$ cat src/rtl/mpu_dispatch.sv
// mpu_dispatch: accepts a thread, looks up its code in thread memory and streams the thread ID plus its
// instructions to the selected TPUs through a 2-entry skid buffer with one-cycle read latency.
module mpu_dispatch #(
    parameter int WIDTH_INSTR     = 64,
    parameter int WIDTH_SIZE_TMEM = 13,
    parameter int WIDTH_THREADID  = 8,
    parameter int NUM_TPU         = 16,
    parameter int WIDTH_NUM_ISSUE = 4
) (
    input  logic                       clock,
    input  logic                       reset,
    input  logic                       I_Req,
    input  logic [WIDTH_THREADID-1:0]  I_ThreadID,
    input  logic [NUM_TPU-1:0]         I_TPU_Mask,
    input  logic                       I_Issue_Full,
    output logic                       O_Ack,
    output logic [WIDTH_NUM_ISSUE-1:0] O_Issue_No,
    output logic                       O_Lookup_Req,
    output logic [WIDTH_THREADID-1:0]  O_Lookup_ID,
    input  logic                       I_Lookup_Valid,
    input  logic [WIDTH_SIZE_TMEM-1:0] I_Lookup_Length,
    input  logic [WIDTH_SIZE_TMEM-1:0] I_Lookup_Address,
    output logic                       O_IMem_Req,
    output logic [WIDTH_SIZE_TMEM-1:0] O_IMem_Addr,
    input  logic [WIDTH_INSTR-1:0]     I_IMem_Instr,
    output logic                       O_Send_Valid,
    output logic [WIDTH_INSTR-1:0]     O_Send_Data,
    output logic [NUM_TPU-1:0]         O_Send_TPUs,
    input  logic                       I_Send_Ready,
    output logic                       O_Busy,
    output logic                       O_Done
);
    typedef enum logic [1:0] {INIT, GETINFO, SEND_THREADID, SEND_INSTRS} state_t;
    state_t state;
    logic [WIDTH_THREADID-1:0]  tid;
    logic [NUM_TPU-1:0]         mask;
    logic [WIDTH_NUM_ISSUE-1:0] issue_cnt;
    logic [WIDTH_SIZE_TMEM-1:0] rd_addr, reads_left, words_left;
    logic [WIDTH_INSTR-1:0]     buf0, buf1;
    logic [1:0]                 count, occ, n;
    logic                       rd_vld, xfer_i, pop, push;
    assign O_Busy       = state != INIT;
    assign O_Lookup_Req = state == GETINFO;
    assign O_Lookup_ID  = tid;
    assign O_IMem_Addr  = rd_addr;
    assign O_Send_Valid = state == SEND_THREADID || (state == SEND_INSTRS && (count != 2'd0 || rd_vld));
    assign O_Send_Data  = state == SEND_THREADID ? {1'b1, {(WIDTH_INSTR-1-WIDTH_THREADID){1'b0}}, tid}
                        : count != 2'd0 ? buf0 : rd_vld ? I_IMem_Instr : '0;
    assign O_Send_TPUs  = O_Send_Valid ? mask : '0;
    assign xfer_i       = state == SEND_INSTRS && O_Send_Valid && I_Send_Ready;
    // A word returning while the buffer is empty and the sink is ready bypasses storage entirely
    assign pop          = xfer_i && count != 2'd0;
    assign push         = rd_vld && !(xfer_i && count == 2'd0);
    assign n            = count - {1'b0, pop};
    // Occupancy including the word in flight from memory; a new read must never overflow the two slots
    assign occ          = count + {1'b0, rd_vld} - {1'b0, xfer_i};
    assign O_IMem_Req   = state == SEND_INSTRS && reads_left != '0 && occ < 2'd2;
    always_ff @(posedge clock or posedge reset) begin
        if (reset) begin
            state      <= INIT;
            tid        <= '0;
            mask       <= '0;
            issue_cnt  <= '0;
            O_Issue_No <= '0;
            O_Ack      <= 1'b0;
            O_Done     <= 1'b0;
            rd_addr    <= '0;
            reads_left <= '0;
            words_left <= '0;
            rd_vld     <= 1'b0;
            count      <= '0;
            buf0       <= '0;
            buf1       <= '0;
        end else begin
            O_Ack  <= 1'b0;
            O_Done <= 1'b0;
            rd_vld <= O_IMem_Req;
            if (O_IMem_Req) begin
                rd_addr    <= rd_addr + 1'b1;
                reads_left <= reads_left - 1'b1;
            end
            if (pop) buf0 <= buf1;
            if (push && n == 2'd0) buf0 <= I_IMem_Instr;
            if (push && n != 2'd0) buf1 <= I_IMem_Instr;
            count <= n + {1'b0, push};
            case (state)
                INIT: if (I_Req && !I_Issue_Full) begin
                    O_Ack      <= 1'b1;
                    tid        <= I_ThreadID;
                    mask       <= I_TPU_Mask;
                    O_Issue_No <= issue_cnt;
                    issue_cnt  <= issue_cnt + 1'b1;
                    state      <= GETINFO;
                end
                GETINFO: if (I_Lookup_Valid) begin
                    rd_addr    <= I_Lookup_Address;
                    reads_left <= I_Lookup_Length;
                    words_left <= I_Lookup_Length;
                    O_Done     <= I_Lookup_Length == '0;
                    state      <= I_Lookup_Length == '0 ? INIT : SEND_THREADID;
                end
                SEND_THREADID: if (I_Send_Ready) state <= SEND_INSTRS;
                SEND_INSTRS: if (xfer_i) begin
                    words_left <= words_left - 1'b1;
                    if (words_left == WIDTH_SIZE_TMEM'(1)) begin
                        O_Done <= 1'b1;
                        state  <= INIT;
                    end
                end
                default: state <= INIT;
            endcase
        end
    end
endmodule

$ cat config.mk
export PLATFORM = sky130hd
export DESIGN_NAME = mpu_dispatch
export DESIGN_NICKNAME = d
export VERILOG_FILES = /design/src/rtl/mpu_dispatch.sv
export SDC_FILE = /design/constraint.sdc
export NUM_CORES = 1
export LEC_CHECK = 0
export ABC_AREA = 1
export BUFFER_PORTS_ARGS = -buffer_cell sky130_fd_sc_hd__clkbuf_2
export CORE_MARGIN = 4
export CORE_UTILIZATION = 55
export CTS_BUF_LIST = sky130_fd_sc_hd__clkbuf_16
export DETAILED_ROUTE_END_ITERATION = 7
export PLACE_DENSITY = 0.86
export SYNTH_ARGS = -nofsm -noshare
export SYNTH_HDL_FRONTEND = slang
export SYNTH_SLANG_ARGS = --single-unit
$ cat constraint.sdc
create_clock -name clock -period 14.7 [get_ports clock]
set_input_delay 2.94 -clock clock [delete_from_list [all_inputs] [get_ports clock]]
set_output_delay 2.94 -clock clock [all_outputs]
set_load 0.1 [all_outputs]
==> results of run 1 <==
synth_stat cells (all sizes together):
cell,count,share of area (%)
a21boi,1,0.068
a21oi,69,3.1
a22oi,2,0.14
a31oi,2,0.11
buf,45,2.1
clkbuf,50,1.7
dfrtp,206,47
ha,8,0.91
inv,152,5.2
nand2,402,14
nand3,230,10
nand3b,4,0.27
nand4,8,0.46
nor2,77,2.8
nor3,9,0.41
o211ai,65,4.4
o21ai,105,4.8
o21bai,1,0.068
o22ai,5,0.29
or2,7,0.40
xnor2,6,0.48
xor2,12,0.96
flip-flops by register name (all words and copies together), names as in the netlist, 2 cells and up, named ones only:
signal       count
buf0            64
buf1            64
mask            16
O_IMem_Addr     13
reads_left      13
words_left      13
O_Lookup_ID      8
O_Issue_No       4
issue_cnt        4
count            2
cell type report:
class,instances,area [um2],area share (%)
well taps,265,332,2.58
multi-input cells,1013,4840,37.8
inverters,152,578,4.51
clock inverters,17,101,0.790
clock buffers,23,576,4.49
repair buffers,242,1240,9.68
flip-flops and latches,206,5160,40.2
worst register-to-register path: stages (launching register included):
cell	delay (ns)
dfrtp_2	1.20
inv_2	0.36
nand2_1	0.19
nand3_1	0.15
nor2_4	0.11
buf_4	0.63
ha_1	0.39
nand3_1	0.17
nand3b_1	0.16
buf_4	0.82
nand3_1	0.35
o211ai_1	0.17
cell families after synthesis:
| kind of cell | after synthesis | share of synthesized area, % |
|---|---|---|
| buf+inv | 247 | 9.03 |
| compound gates | 250 | 13.1 |
| fa+ha+maj | 8 | 0.912 |
| simple gates | 737 | 28.6 |
| flops | 206 | 47.0 |
| xor+xnor | 18 | 1.44 |
per-layer routing:
metal | GRT usage (%) | vias to the layer above
li1 | - | 5164
met1 | 34.4 | 4917
met2 | 41.2 | 418
met3 | 4.59 | 47
met4 | 7.83 | 0
met5 | 0 | -
per-stage QoR:
stage / cells / hold WS (ns) / setup slack, ns / util [%]
after floorplan: 1466 / 0.443 / 6.14 / -
after global placement: 1878 / 0.458 / 7.01 / 62.2
after detailed placement: 1878 / 0.465 / 6.99 / 62.2
after CTS: 1918 / 0.484 / 6.98 / 65.7
after global routing: 1918 / 0.503 / 6.81 / 65.7
final: 1918 / 0.484 / 6.97 / 65.7
worst max-delay path by stage:
| stage | endpoint | slack, ns | cells after the start |
|---|---|---|---|
| after global placement | O_IMem_Req | 7.01 | 11 |
| after CTS | O_IMem_Req | 6.98 | 11 |
| final | O_IMem_Req | 6.97 | 11 |
| after global routing | O_IMem_Req | 6.81 | 11 |
| after floorplan | O_Ack | 6.14 | 1 |
| after detailed placement | O_IMem_Req | 6.99 | 11 |
==> run summary, run 1 <==
skew final: 0.0157 ns
initial antenna violation count: 0
width of the chip: 149 um
RSZ-0062 raised after global routing: no
run status: finished clean
cell repeated most along the worst path: nand3_1
Mean Syn Cell Area: 7.49 um2
hold endpoint: O_Issue_No[2]
Fin Setup TNS: 0 ns
router iterations before antenna repair: 5
fin nets: 1766
aggregate global-route resource usage: 25.2%
CP max stage delay: 0.50 ns
Final Critical Period: 7.73 ns
H-tree levels: 1
Die ar.: 22300 um2
Hold Path Stages: 2
synthesized cell area: 11000 um2
crit-path leading delay family: buffers and inverters
Vias: 10.5k
Post-CTS Setup Bufs: 0
met3 wire length: 2140 um
sequential area share after synthesis: 47.0%
hold path startpoint: O_Issue_No[2]
hpwl dp: 17900 um
CTS Hold Bufs: 0
WP buf/inv: 5
worst path cell trace: clkbuf_2 -> nand3_1 -> inv_1 -> ha_1 -> inv_1 -> nand2_1 -> nand3_1 -> nand3_1 -> nor2_1 -> buf_4 -> clkbuf_2
Core Area: 19500 um2
Yosys Warn Count: 0
Ant. Diodes: 0
Resized cells post-CTS: 0
final worst path period share: 52.6%
fin area: 12800 um2
WP data required: 11.76 ns
Detail Route met2 WL: 13300 um
f_max: 129 MHz
I/O Pins: 231
worst rel slew slack: 13.7%
Initial Utilization: 56.2%
Vert. Die Dim: 149 um
GRT overflow: 0
PortBufs: 230
commonest non-fill, non-tap cell in the layout: nand2_1
Final Max Slew Viols: 0
highest-count cells in the layout ignoring fill and taps: nand2_1, nand3_1, clkbuf_2
path type of the worst setup path: input pin to primary output
Worst R2R Path Depth: 11
share of cells above drive strength 1: 17.8%
Metal-1 WL: 12100 um
Max Root-Sink Buffers: 3
post-synthesis register bit count: 206
Worst Path Max Fanout: 23
max_cap viols: 0
CTS tree: done
area grow syn2layout: 16.9%
post-synth cell types: 29
DR top layer: met4
Slew @ Worst Pin: 1.29 ns
DRT iter0 DRCs: 695
Reg-to-Reg End: buf0[58]
DR vias/cell: 5.50
Routed WL: 28100 um
drt drc: 0
Final Hold Viols: 0
largest net degree at the start of global routing: 128
total nets after synthesis: 1594
Rows: 51
fillcell total: 1648
DRT antenna net count: 0
Clk pin slew, worst setup/hold paths: 0.06 ns
vias in the first global route: 10.1k
Root Driver: clkbuf_16
synthesized instance count: 1466
total clock sinks: 206
first-pass GRT wire length: 47300 um
Hold Path Class: register to register
final setup vio count: 0
Routed wire per std cell: 14.7 um
Placed Area: 12200 um2
Crit. End Element: primary output
r2r setup slk: 9.90 ns
gpl congestion: 0.903
Num CTS Buffers: 23
Startpoint Class: input pin
Worst-Skew Late Latency: 0.51 ns
critical path launch point: I_Send_Ready
Slowest-stage cell, CP: clkbuf_2
critical path arrival: 4.79 ns
Worst R2R Start: rd_vld
Power of run 1 is not shown: default switching activity piles up to over one toggle a cycle in this logic, so the estimate is an artifact.
==> run 2: changes to the inputs <==
==> constraint.sdc (replaced) <==
create_clock -name clock -period 7.8 [get_ports clock]
set_input_delay 1.56 -clock clock [delete_from_list [all_inputs] [get_ports clock]]
set_output_delay 1.56 -clock clock [all_outputs]
set_load 0.1 [all_outputs]
==> run 2 against run 1 <==
Against the previous run: non-clock buffer count up 1; cell count is 0.10% lower; flip-flop and latch count unchanged; global-route usage fell by 0.53 points; sequential share of layout area is essentially flat; routed wire length shrank 0.84%; critical path depth grew 1; design area increased by 0.11%; clock-buffer cell count did not move; first-iteration DRC count shrank 7.1%.
==> run summary, run 2 (synthesized netlist as in run 1, its figures left out) <==
initial antenna violation count: 0 (unchanged)
Startpoint Class: register
Hold Path Stages: 2 (unchanged)
PortBufs: 230 (unchanged)
RSZ-0062 raised after global routing: no
Initial Utilization: 56.2% (unchanged)
final setup vio count: 0 (unchanged)
Root Driver: clkbuf_16
I/O Pins: 231 (unchanged)
run status: finished clean
Worst-Skew Late Latency: 0.50 ns (about the same)
Die ar.: 22300 um2 (unchanged)
DRT antenna net count: 0 (unchanged)
hpwl dp: 18300 um (+2.3%)
H-tree levels: 1 (unchanged)
skew final: 0.00906 ns (-0.00661 ns)
CTS Hold Bufs: 0 (unchanged)
Vert. Die Dim: 149 um (unchanged)
Final Critical Period: 5.45 ns
Fin Setup TNS: 0 ns (unchanged)
Vias: 10.5k (-0.64%)
top flop regs: buf0 (64), buf1 (64), mask (16)
commonest non-fill, non-tap cell in the layout: nand2_1
router iterations before antenna repair: 5 (unchanged)
DRT iter0 DRCs: 646 (-7.1%)
critical path arrival: 3.89 ns (-0.90 ns)
Post-CTS Setup Bufs: 0 (unchanged)
Routed WL: 27900 um (-0.84%)
Clk pin slew, worst setup/hold paths: 0.06 ns (about the same)
Final Max Slew Viols: 0 (unchanged)
f_max: 183 MHz
share of cells above drive strength 1: 17.7% (-0.10 points)
aggregate global-route resource usage: 24.7% (-0.53 points)
largest net degree at the start of global routing: 146 (+14%)
fin nets: 1766 (unchanged)
first-pass GRT wire length: 46300 um (-2.2%)
Max Root-Sink Buffers: 3 (unchanged)
width of the chip: 149 um (unchanged)
drt drc: 0 (unchanged)
Slew @ Worst Pin: 1.20 ns (-0.0900 ns)
Rows: 51 (unchanged)
Worst Path Max Fanout: 59 (+160%)
Worst R2R Path Depth: 12 (+1)
Final Hold Viols: 0 (unchanged)
GRT overflow: 0 (unchanged)
Core Area: 19500 um2 (unchanged)
CTS tree: done
Ant. Diodes: 0 (unchanged)
Crit. End Element: primary output
final worst path period share: 69.9%
Routed wire per std cell: 14.6 um (-0.74%)
worst rel slew slack: 19.7% (+6.0 points)
area grow syn2layout: 17.0%
Num CTS Buffers: 22 (-4.3%)
Hold Path Class: register to register
Resized cells post-CTS: 0 (unchanged)
max_cap viols: 0 (unchanged)
highest-count cells in the layout ignoring fill and taps: nand2_1, nand3_1, clkbuf_2
path type of the worst setup path: register to primary output
fillcell total: 1702 (+3.3%)
total clock sinks: 206 (unchanged)
DR vias/cell: 5.47 (-0.53%)
vias in the first global route: 9854 (-2.4%)
gpl congestion: 0.902 (-0.14%)
WP data required: 6.24 ns (-5.52 ns)
-- run 2: cell types whose count changed in the layout (fill, tap and decap cells not counted), sizes merged --
cell    delta
buf        +1
bufinv     +1
clkinv     -1
inv        -3
-- run 2: area by class of cell --
type                            instances  area [um2]  area share [%]
Multi-Input combinational cell       1013        4840            37.7
Clock buffer                           23         576            4.48
Timing Repair Buffer                  243        1250            9.72
Clock inverter                         14         108           0.838
Inverter                              152         578            4.50
Sequential cell                       206        5160            40.2
Tap cell                              265         332            2.58
-- run 2: worst max-delay path, stage by stage (launching register included) --
cell      delay, ns
dfrtp_2        1.10
inv_2          0.32
nand2_1        0.18
nand3_1        0.16
inv_1          0.13
ha_1           0.25
inv_1          0.06
nand2_1        0.05
nand3_1        0.10
nand3_1        0.08
nor2_1         0.11
buf_4          0.27
clkbuf_2       0.51
-- run 2: through the flow --
stage / utilization, % / std cells / setup WS, ns / hold WS, ns / instance area, um2
finish: 65.8 / 1916 / 2.35 / 0.482 / 12800
CTS: 65.8 / 1916 / 2.40 / 0.484 / 12800
detailed placement: 62.3 / 1879 / 2.84 / 0.467 / 12200
global route: 65.8 / 1916 / 2.06 / 0.513 / 12800
global placement: 62.3 / 1879 / 2.84 / 0.459 / 12200
floorplan: - / 1466 / 0.616 / 0.443 / 11000
-- run 2: final timing paths --
check | from | end | slack, ns
max in group asynchronous | reset | rd_vld | 5.11
min in group asynchronous | reset | mask[4] | 1.27
worst max register to register | rd_vld | buf0[34] | 2.86
worst max-delay path | rd_vld | O_IMem_Req | 2.35
worst min register to register | buf1[63] | buf1[63] | 0.48
worst min-delay path | buf1[63] | buf1[63] | 0.48
-- run 2: layer usage --
layer	GRT usage [%]	vias up	wire length [um]
met2	41.6	377	13600
met1	33.5	4925	11800
li1	-	5139	-
met3	4.19	38	2030
met5	0	-	0
met4	5.90	0	501
Power of run 2 is left out for the same reason.
